[config.mk]
export PLATFORM = sky130hd
export DESIGN_NAME = wb_tone_regs
export DESIGN_NICKNAME = d
export VERILOG_FILES = /design/src/rtl/wb_tone_regs.sv
export SDC_FILE = /design/constraint.sdc
export NUM_CORES = 1
export LEC_CHECK = 0
export ABC_AREA = 1
export CORE_AREA = 2 2 89 91
export CTS_BUF_LIST = sky130_fd_sc_hd__clkbuf_4
export DETAILED_ROUTE_END_ITERATION = 8
export DIE_AREA = 0 0 91 93
export PLACE_DENSITY = 0.77
export SLEW_MARGIN = 15
export SYNTH_ARGS = -nofsm -noshare
export SYNTH_HDL_FRONTEND = slang
export SYNTH_SLANG_ARGS = --single-unit
export TNS_END_PERCENT = 20
[constraint.sdc]
create_clock -name clk -period 2.3 [get_ports clk]
set_input_delay 0.46 -clock clk [delete_from_list [all_inputs] [get_ports clk]]
set_output_delay 0.46 -clock clk [all_outputs]
set_load 0.05 [all_outputs]
[src/rtl/wb_tone_regs.sv]
// wb_tone_regs: Wishbone register window controlling a tone generator.
// Holds enable, phase increment, volume, scratch, ID and a sample-tick counter.
//
// Ports:
//   clk, rst        - system clock, asynchronous active-high reset
//   wb_stbi         - wishbone strobe from initiator
//   wb_adri[7:0]    - wishbone address; [7:3] window select, [2:0] offset
//   wb_rwi          - 1 = write, 0 = read
//   wb_dati[7:0]    - write data
//   wb_acko         - registered single-cycle ack
//   wb_dato[7:0]    - registered read data, held until the next read
//   sample_tick     - one-cycle pulse per audio sample
//   tone_en         - tone generator enable (CTRL bit0)
//   phase_inc[15:0] - committed phase increment
//   volume[7:0]     - output amplitude scale
//
// Define WB_TONE_WAIT_STATE_EN to insert one wait state before each ack.

module wb_tone_regs #(
    parameter logic [7:0] BASE_ADDR = 8'h00,
    parameter logic [7:0] ID_VALUE  = 8'hA5
) (
    input  logic        clk,
    input  logic        rst,
    input  logic        wb_stbi,
    input  logic [7:0]  wb_adri,
    input  logic        wb_rwi,
    input  logic [7:0]  wb_dati,
    output logic        wb_acko,
    output logic [7:0]  wb_dato,
    input  logic        sample_tick,
    output logic        tone_en,
    output logic [15:0] phase_inc,
    output logic [7:0]  volume
);

    logic        hit;
    logic [2:0]  offset;
    logic        xfer;
    logic        wr;
    logic        rd;
    logic        cnt_clr;
    logic [7:0]  staged_lo;
    logic [7:0]  scratch;
    logic [7:0]  cnt_hi;
    logic [15:0] count;
    logic [7:0]  rd_data;

    assign hit    = wb_stbi & (wb_adri[7:3] == BASE_ADDR[7:3]);
    assign offset = wb_adri[2:0];

`ifdef WB_TONE_WAIT_STATE_EN
    // pend marks the wait cycle; the access happens only if the
    // strobe is still present when the wait cycle ends.
    logic pend;

    always_ff @(posedge clk or posedge rst) begin
        if (rst) begin
            pend <= 1'b0;
        end else begin
            pend <= hit & ~wb_acko & ~pend;
        end
    end

    assign xfer = pend & hit;
`else
    // Blocking on wb_acko prevents a second ack for a held strobe.
    assign xfer = hit & ~wb_acko;
`endif

    assign wr      = xfer & wb_rwi;
    assign rd      = xfer & ~wb_rwi;
    assign cnt_clr = wr & (offset == 3'd0) & wb_dati[1];

    always_comb begin
        rd_data = 8'h00;
        unique case (offset)
            3'd0: rd_data = {7'b0, tone_en};
            3'd1: rd_data = staged_lo;
            3'd2: rd_data = phase_inc[15:8];
            3'd3: rd_data = volume;
            3'd4: rd_data = count[7:0];
            3'd5: rd_data = cnt_hi;
            3'd6: rd_data = scratch;
            3'd7: rd_data = ID_VALUE;
        endcase
    end

    always_ff @(posedge clk or posedge rst) begin
        if (rst) begin
            wb_acko <= 1'b0;
            wb_dato <= 8'h00;
        end else begin
            wb_acko <= xfer;
            if (rd) begin
                wb_dato <= rd_data;
            end
        end
    end

    always_ff @(posedge clk or posedge rst) begin
        if (rst) begin
            tone_en   <= 1'b0;
            staged_lo <= 8'h00;
            phase_inc <= 16'h0000;
            volume    <= 8'h00;
            scratch   <= 8'h00;
        end else if (wr) begin
            unique case (offset)
                3'd0: tone_en   <= wb_dati[0];
                3'd1: staged_lo <= wb_dati;
                3'd2: phase_inc <= {wb_dati, staged_lo};
                3'd3: volume    <= wb_dati;
                3'd6: scratch   <= wb_dati;
                default: ;
            endcase
        end
    end

    // Clear beats a coincident tick. A CNT_LO read sees the
    // pre-increment count and snapshots its high byte.
    always_ff @(posedge clk or posedge rst) begin
        if (rst) begin
            count  <= 16'h0000;
            cnt_hi <= 8'h00;
        end else begin
            if (cnt_clr) begin
                count <= 16'h0000;
            end else if (sample_tick & tone_en) begin
                count <= count + 16'd1;
            end
            if (rd && offset == 3'd4) begin
                cnt_hi <= count[15:8];
            end
        end
    end

endmodule

-- Word level (Yosys, flattened, before mapping)
Cells that the tools add are included.
- add/subtract/negate cells: 1
- equal/unequal tests: 7
- bitwise gates (word level): 9
- reduce and logical (&&, ||, !) cells: 9
- multiplexer cells: 3
- operators by type and width (cell ; count):
    8-bit case mux with 8 select lines ; 1
    16-bit 2-to-1 mux ; 2
    16-bit by 1-bit adder with 16-bit output, second input constant ; 1
    3-bit equality test, second input constant ; 4
    2-bit AND reduction ; 5
    1-bit AND ; 7
    3-bit by 2-bit equality test with 1-bit output, second input constant ; 2
    5-bit zero test ; 1
    3-bit by 1-bit equality test with 1-bit output, second input constant ; 1
    3-bit zero test ; 1
    1-bit inverter ; 2
    2-bit nonzero test ; 1
    1-bit logical AND ; 1
- register bits: 74
- logic and storage cells: 38
- input bits: 21
- output and inout bits: 34

-- Logic depth before layout (Yosys ltp)
- word-level depth: 7
- mapped depth: 10
- depth with buffers taken out: 9

-- Worst setup path before layout
Ideal clock, no wire load.
- path type: register -> register
- start point: reg wb_acko
- end point: reg cnt_hi[1]
- stages on the path, launching flop included: 10
- arrival: 1.474 ns
- period minus slack after synthesis: 1.592 ns
- buffers on the path: 1
- required time: 2.183 ns
- setup time: 0.117 ns
- setup slack: 0.708 ns
- cells stage by stage: dfrtp_1 -> inv_1 -> nand3_2 -> nor2_8 -> nand2_4 -> inv_6 -> nand2_4 -> buf_6 -> nand2_1 -> o21ai_2
- longest elaborated chain between the ends: 4
- RTL lines (what ; RTL line ; text):
    start: declaration ; 29 ; output logic wb_acko,
    start signal: assignment ; 94 ; wb_acko <= xfer;
    1-bit inverter ; 68 ; assign xfer = hit & ~wb_acko;
    1-bit AND ; 68 ;
    via xfer ; 39 ; logic xfer;
    1-bit AND ; 72 ; assign rd = xfer & ~wb_rwi;
    1-bit logical AND ; 132 ; if (rd && offset == 3'd4) begin
    end signal: assignment ; 133 ; cnt_hi <= count[15:8];
    end: declaration ; 45 ; logic [7:0] cnt_hi;
The timed path passes the listed nets, and every way through them passes these cells.
A chain may end at the register's enable or synchronous reset.

-- Worst setup path in the final report
- start point: reg tone_en
- end point: out tone_en
- RTL lines (what ; RTL line ; text):
    start: declaration ; 32 ; output logic tone_en,
    start signal: assignment ; 110 ; 3'd0: tone_en <= wb_dati[0];
No word-level cell between the ends.

==> impl_metrics.ini <==
[sta]
timing.hold.ws_ns = 0.476
slew_violations = 0
worst-slew-pin-transition_ns = 0.511
fmax_mhz = 460
hold_viol = 0
fin_crit_sh_pct = 94.6
clock_skew_ns = 0.0123
setup_violations = 0
tns_ns = 0
post-route-min-period_ns = 2.18
slew_headroom_pct = 65.8
rsz0062_at_grt = false

[setup_path]
path_buf_inv = 1
critPathCaptureType = output pin
path_cells = clkdlybuf4s50_1
worstSetupPathType = reg2out
cp-start-kind = flip-flop
cp.arrival_ns = 1.72
r2r-start = wb_acko
worstPathMaxFanout = 4
cpMaxStageDelayCell = clkdlybuf4s50_1
crit_path_start = tone_en
critPathMaxStageDelay_ns = 0.84
critPathTopFamily = buffers and inverters
required_ns = 1.84

[floorplanning]
design.die.area_sq_mm = 0.00846
rows = 32
die_h_um = 93
die_w_um = 91
start_util_pct = 49.7
pin_count = 55
core-area_sq_mm = 0.00753

[clock_network]
post_cts_buffers = 0
cts_buffers = 9
cts_buffer_depth = 2
ctsRootBufferMaster = clkbuf_4
clock-sinks = 74
cts_resized = 0
clock_latency_ns = 0.43
h-tree-depth = 3
tritoncts = done
clk_pin_slew_ns = 0.12
cts_hold_buffers = 0

[cells_and_area]
layout-drive-gt1-share_pct = 10.8
n_antenna_cell = 0
fin_nets = 555
design_area_sq_mm = 0.00456
area_growth_pct = 21.8
final_core_util_pct = 60.6

[hold_path]
min_path_type = in2async

[yosys]
ys_types = 32
yosysWarnings = 0
ys_seq_area_share_pct = 49.5
avgSynthCellArea_sq_um = 7.95
ys_seq_elements = 74
synth_area_sq_mm = 0.00374
synth_cells = 471
synth_fp_nets = 493

[route]
vias = 3303
wl_mm = 8.94
first_pass_iters = 4
via_per_inst = 5.16
wl_per_cell_um = 14.0
ant_nets = 0
drcViolationCount = 0
drtIter0Drc = 190

[flow_run]
drv_cap = 0

[global_routing]
grt_pass1_wl_mm = 15.1
antenna_found_initial = 0
track_usage_pct = 22.7
grt_pass1_vias = 3257
grt_start_max_net_pins = 75
globalRouteOverflowTotal = 0

[placement]
port-buffer-count = 54
place_congestion = 0.888
dpl_cell_area_sq_mm = 0.00440
hpwl_mm = 6.66

[pwr]
finalPower_w = 0.00312
power.density_mw_per_mm2 = 684
leakage_nw = 2.39
peakVddDrop_v = 0.000352

[status]
status = finished clean
placed cells by master, fill, tap and decap left out, drive strengths merged:
| master | instances |
|---|---|
| nand2 | 145 |
| dfrtp | 74 |
| nor2 | 65 |
| inv | 61 |
| clkdlybuf4s50 | 54 |
| o21ai | 54 |
| nand3 | 20 |
| nand4 | 11 |
| nor3 | 9 |
| clkbuf | 9 |
| buf | 9 |
| a21oi | 7 |
| o21a | 5 |
| clkinv | 4 |
| clkinvlp | 3 |
| nand3b | 2 |
| bufinv | 2 |
| o211ai | 1 |
| xnor2 | 1 |
| a31oi | 1 |
| ha | 1 |
synth_stat cells (all sizes together):
master	number	share of area, %
o21a	5	1.0
o211ai	1	0.20
nand4	11	2.0
buf	11	2.5
xnor2	1	0.23
o21ai	54	8.2
clkbuf	1	0.13
nand3	20	3.3
a31oi	1	0.17
inv	62	6.4
dfrtp	74	49
nand2	145	15
ha	1	0.33
clkinv	1	0.10
a21oi	7	1.1
nand3b	2	0.40
nor2	65	8.0
nor3	9	1.2
flip-flops by register name (all words and copies together) (netlist names):
register,flops
count,16
wb_acko,1
scratch,8
volume,8
staged_lo,8
wb_dato,8
phase_inc,16
tone_en,1
cnt_hi,8
worst paths after layout:
check / end / slack (ns) / cells past startpoint
worst max-delay path: tone_en / 0.12 / 1
worst min-delay path: phase_inc[8] / 0.48 / 3
worst max register to register: phase_inc[6] / 0.70 / 7
worst min register to register: phase_inc[1] / 0.49 / 2
max in group asynchronous: cnt_hi[7] / 1.52 / 3
min in group clk: phase_inc[1] / 0.49 / 2
routing by layer:
| metal | GRT usage [%] | vias to the layer above | routed length (um) |
|---|---|---|---|
| li1 | - | 1614 | - |
| met1 | 28.0 | 1551 | 3780 |
| met2 | 37.3 | 106 | 4320 |
| met3 | 5.24 | 32 | 494 |
| met4 | 12.4 | 0 | 342 |
| met5 | 0 | - | 0 |
cell type report:
cell class | instances | area [sq um]
clock buffers | 9 | 67.6
clock inverters | 7 | 93.8
fillers | 696 | 2970
inverters | 63 | 245
multi-input cells | 322 | 1550
flip-flops and latches | 74 | 1850
well taps | 102 | 128
repair buffers | 63 | 621
power by group:
group | internal [W] | leakage [nW] | switching, W
Clock | 0.000438 | 0.0819 | 0.000472
Combinational | 0.000232 | 1.44 | 0.000436
Sequential | 0.00142 | 0.867 | 0.000117
Total | 0.00209 | 2.39 | 0.00102
per-stage QoR:
stage | std cells | setup WS [ns]
CTS | 640 | 0.105
global placement | 624 | 0.207
global route | 640 | 0.0829
finish | 640 | 0.124
detailed placement | 624 | 0.176
floorplan | 471 | 0.708
cell families (layout without fill, tap and decap cells):
| logic type | Yosys count | after routing | synth area share, % |
|---|---|---|---|
| AOI/OAI and AO/OA | 68 | 68 | 10.7 |
| adders and majority gates | 1 | 1 | 0.334 |
| and+or+nand+nor | 252 | 252 | 30.2 |
| xor gates and xnor gates | 1 | 1 | 0.234 |
| DFF | 74 | 74 | 49.5 |
| buffers and inverters | 75 | 142 | 9.06 |
(Power assumes the default switching activity.)
==> edit: new RTL, config.mk and constraints unchanged <==
The option `WB_TONE_WAIT_STATE_EN` is turned on by a define.
--- a/src/rtl/wb_tone_regs.sv
+++ b/src/rtl/wb_tone_regs.sv
@@ -15,6 +15,8 @@
 //   volume[7:0]     - output amplitude scale
 //
 // Define WB_TONE_WAIT_STATE_EN to insert one wait state before each ack.
+
+`define WB_TONE_WAIT_STATE_EN
 
 module wb_tone_regs #(
     parameter logic [7:0] BASE_ADDR = 8'h00,
Behaviour: not the same (a bounded check fails within 4 cycles, from zero or initial values and one cycle with rst high).
==> edit against the unedited design <==
- sequential cell count increased by 1
- design area up 0.44%
- fmax grew 2.0%
- wire length rose by 2.6%
- area after synthesis increased by 0.57%
- worst setup slack better by 0.044 ns
- sequential share of layout area up 0.37 points
- critical endpoint is now phase_inc[8]
Power is not compared: it rests on default switching activity, and its combinational part moved more than twofold at a synthesized area within 25%.
==> edit: results (changes against the unedited design) <==
Detailed routing
  • Drt total wl: 9.17 mm (+2.6%)
  • Mean number of vias per cell: 5.04 (-2.4%)
  • Routed len/inst: 14.1 µm (+1.0%)
  • Final antenna-violating net count: 0 (unchanged)

STA
  • Max_slew headroom: 65.0% (-0.82 points)
  • Clk_skew: 0.0211 ns (+0.00884 ns)

Finish
  • Layout cells sized above 1: 8.58% (-2.2 points)
  • NumNets Final: 565 (+1.8%)

Logic synthesis
  • Post-synthesis adder-cell area fraction: 0.332% (-0.0019 points)
  • Unique masters post-synth: 30 (-6.3%)
  • Synth Area in XOR/XNOR: 1.16% (+0.93 points)
  • Avg Inst Size Synth: 7.82 µm² (-1.5%)
  • Synthesized net count: 503 (+2.0%)
  • Synth top area cells: dfrtp_1, nand2_1, inv_1
  • Asr flop ratio synth: 100% (unchanged)

Global routing
  • Largest net degree at the start of global routing: 36 (-52%)
  • Vias in the first global route: 3192 (-2.0%)
  • First-pass GRT wire length: 15.4 mm (+1.6%)
  • Global-route usage over all layers: 23.3% (+0.55 points)

Worst setup path
  • CP startpoint: phase_inc[8]
  • Crit-path max FO: 3 (-1)
  • Critical R2R Launch: count[0]
  • CP arrival: 1.67 ns (-0.05 ns)

Place
  • Placer Congestion: 0.936 (+5.4%)
  • Area after DPL: 0.00444 mm² (+1.0%)
  • Cells after DPL: 634 (+1.6%)
  • DP Wirelength: 6.97 mm (+4.7%)
  • Placement Setup Slack: 0.111 ns (-0.0648 ns)

CTS
  • Clock Latency Late Sink: 0.44 ns
  • Worst-path clk slew: 0.14 ns (+0.02 ns)

Run status
  • Status: complete, no violations
edit: cell count changes in the layout (fill, tap and decap cells not counted), sizes merged, moves of 2 or more:
cell,before,now
bufinv,2,0
clkinvlp,3,1
clkinv,4,2
o21a,5,0
inv,61,80
nand4,11,8
nor2,65,71
nor3,9,14
nand3,20,25
o21ai,54,49
xor2,0,5
nand2,145,133
edit: logic make-up after synthesis:
| family | Yosys count |
|---|---|
| AOI/OAI and AO/OA | 58 |
| xor gates and xnor gates | 5 |
| adders and majority gates | 1 |
| buffers and inverters | 88 |
| DFF | 75 |
| and+or+nand+nor | 254 |
edit: per-layer routing:
layer	track usage, %	part of all wire, %	vias to the layer above
met5	0	0	-
met2	39.4	49	98
met3	3.95	4.6	24
met4	11.4	3.6	0
li1	-	-	1621
met1	29.1	43	1531
edit: layout make-up:
type,count,area [µm²]
fillers,679,2950
flip-flops and latches,75,1880
multi-input cells,318,1520
repair buffers,63,636
inverters,76,289
well taps,102,128
clock buffers,9,67.6
clock inverters,7,66.3
edit: worst paths after layout:
| kind | slack [ns] | cells past startpoint | end |
|---|---|---|---|
| max | 0.17 | 1 | phase_inc[8] |
| min | 0.34 | 2 | count[9] |
| max reg2reg | 0.67 | 7 | count[12] |
| min reg2reg | 0.44 | 1 | pend |
| max in group asynchronous | 1.45 | 3 | count[3] |
| min in group clk | 0.44 | 1 | pend |
edit: power by group through the flow:
stage                     clock (mW)  sequential [mW]  combinational [mW]
final                          0.801             1.33               0.177
after global routing           0.873             1.33               0.195
after CTS                      0.811             1.33               0.177
after detailed placement           0             1.35               0.177
after global placement             0             1.35               0.174
after floorplan                    0             1.36              0.0819
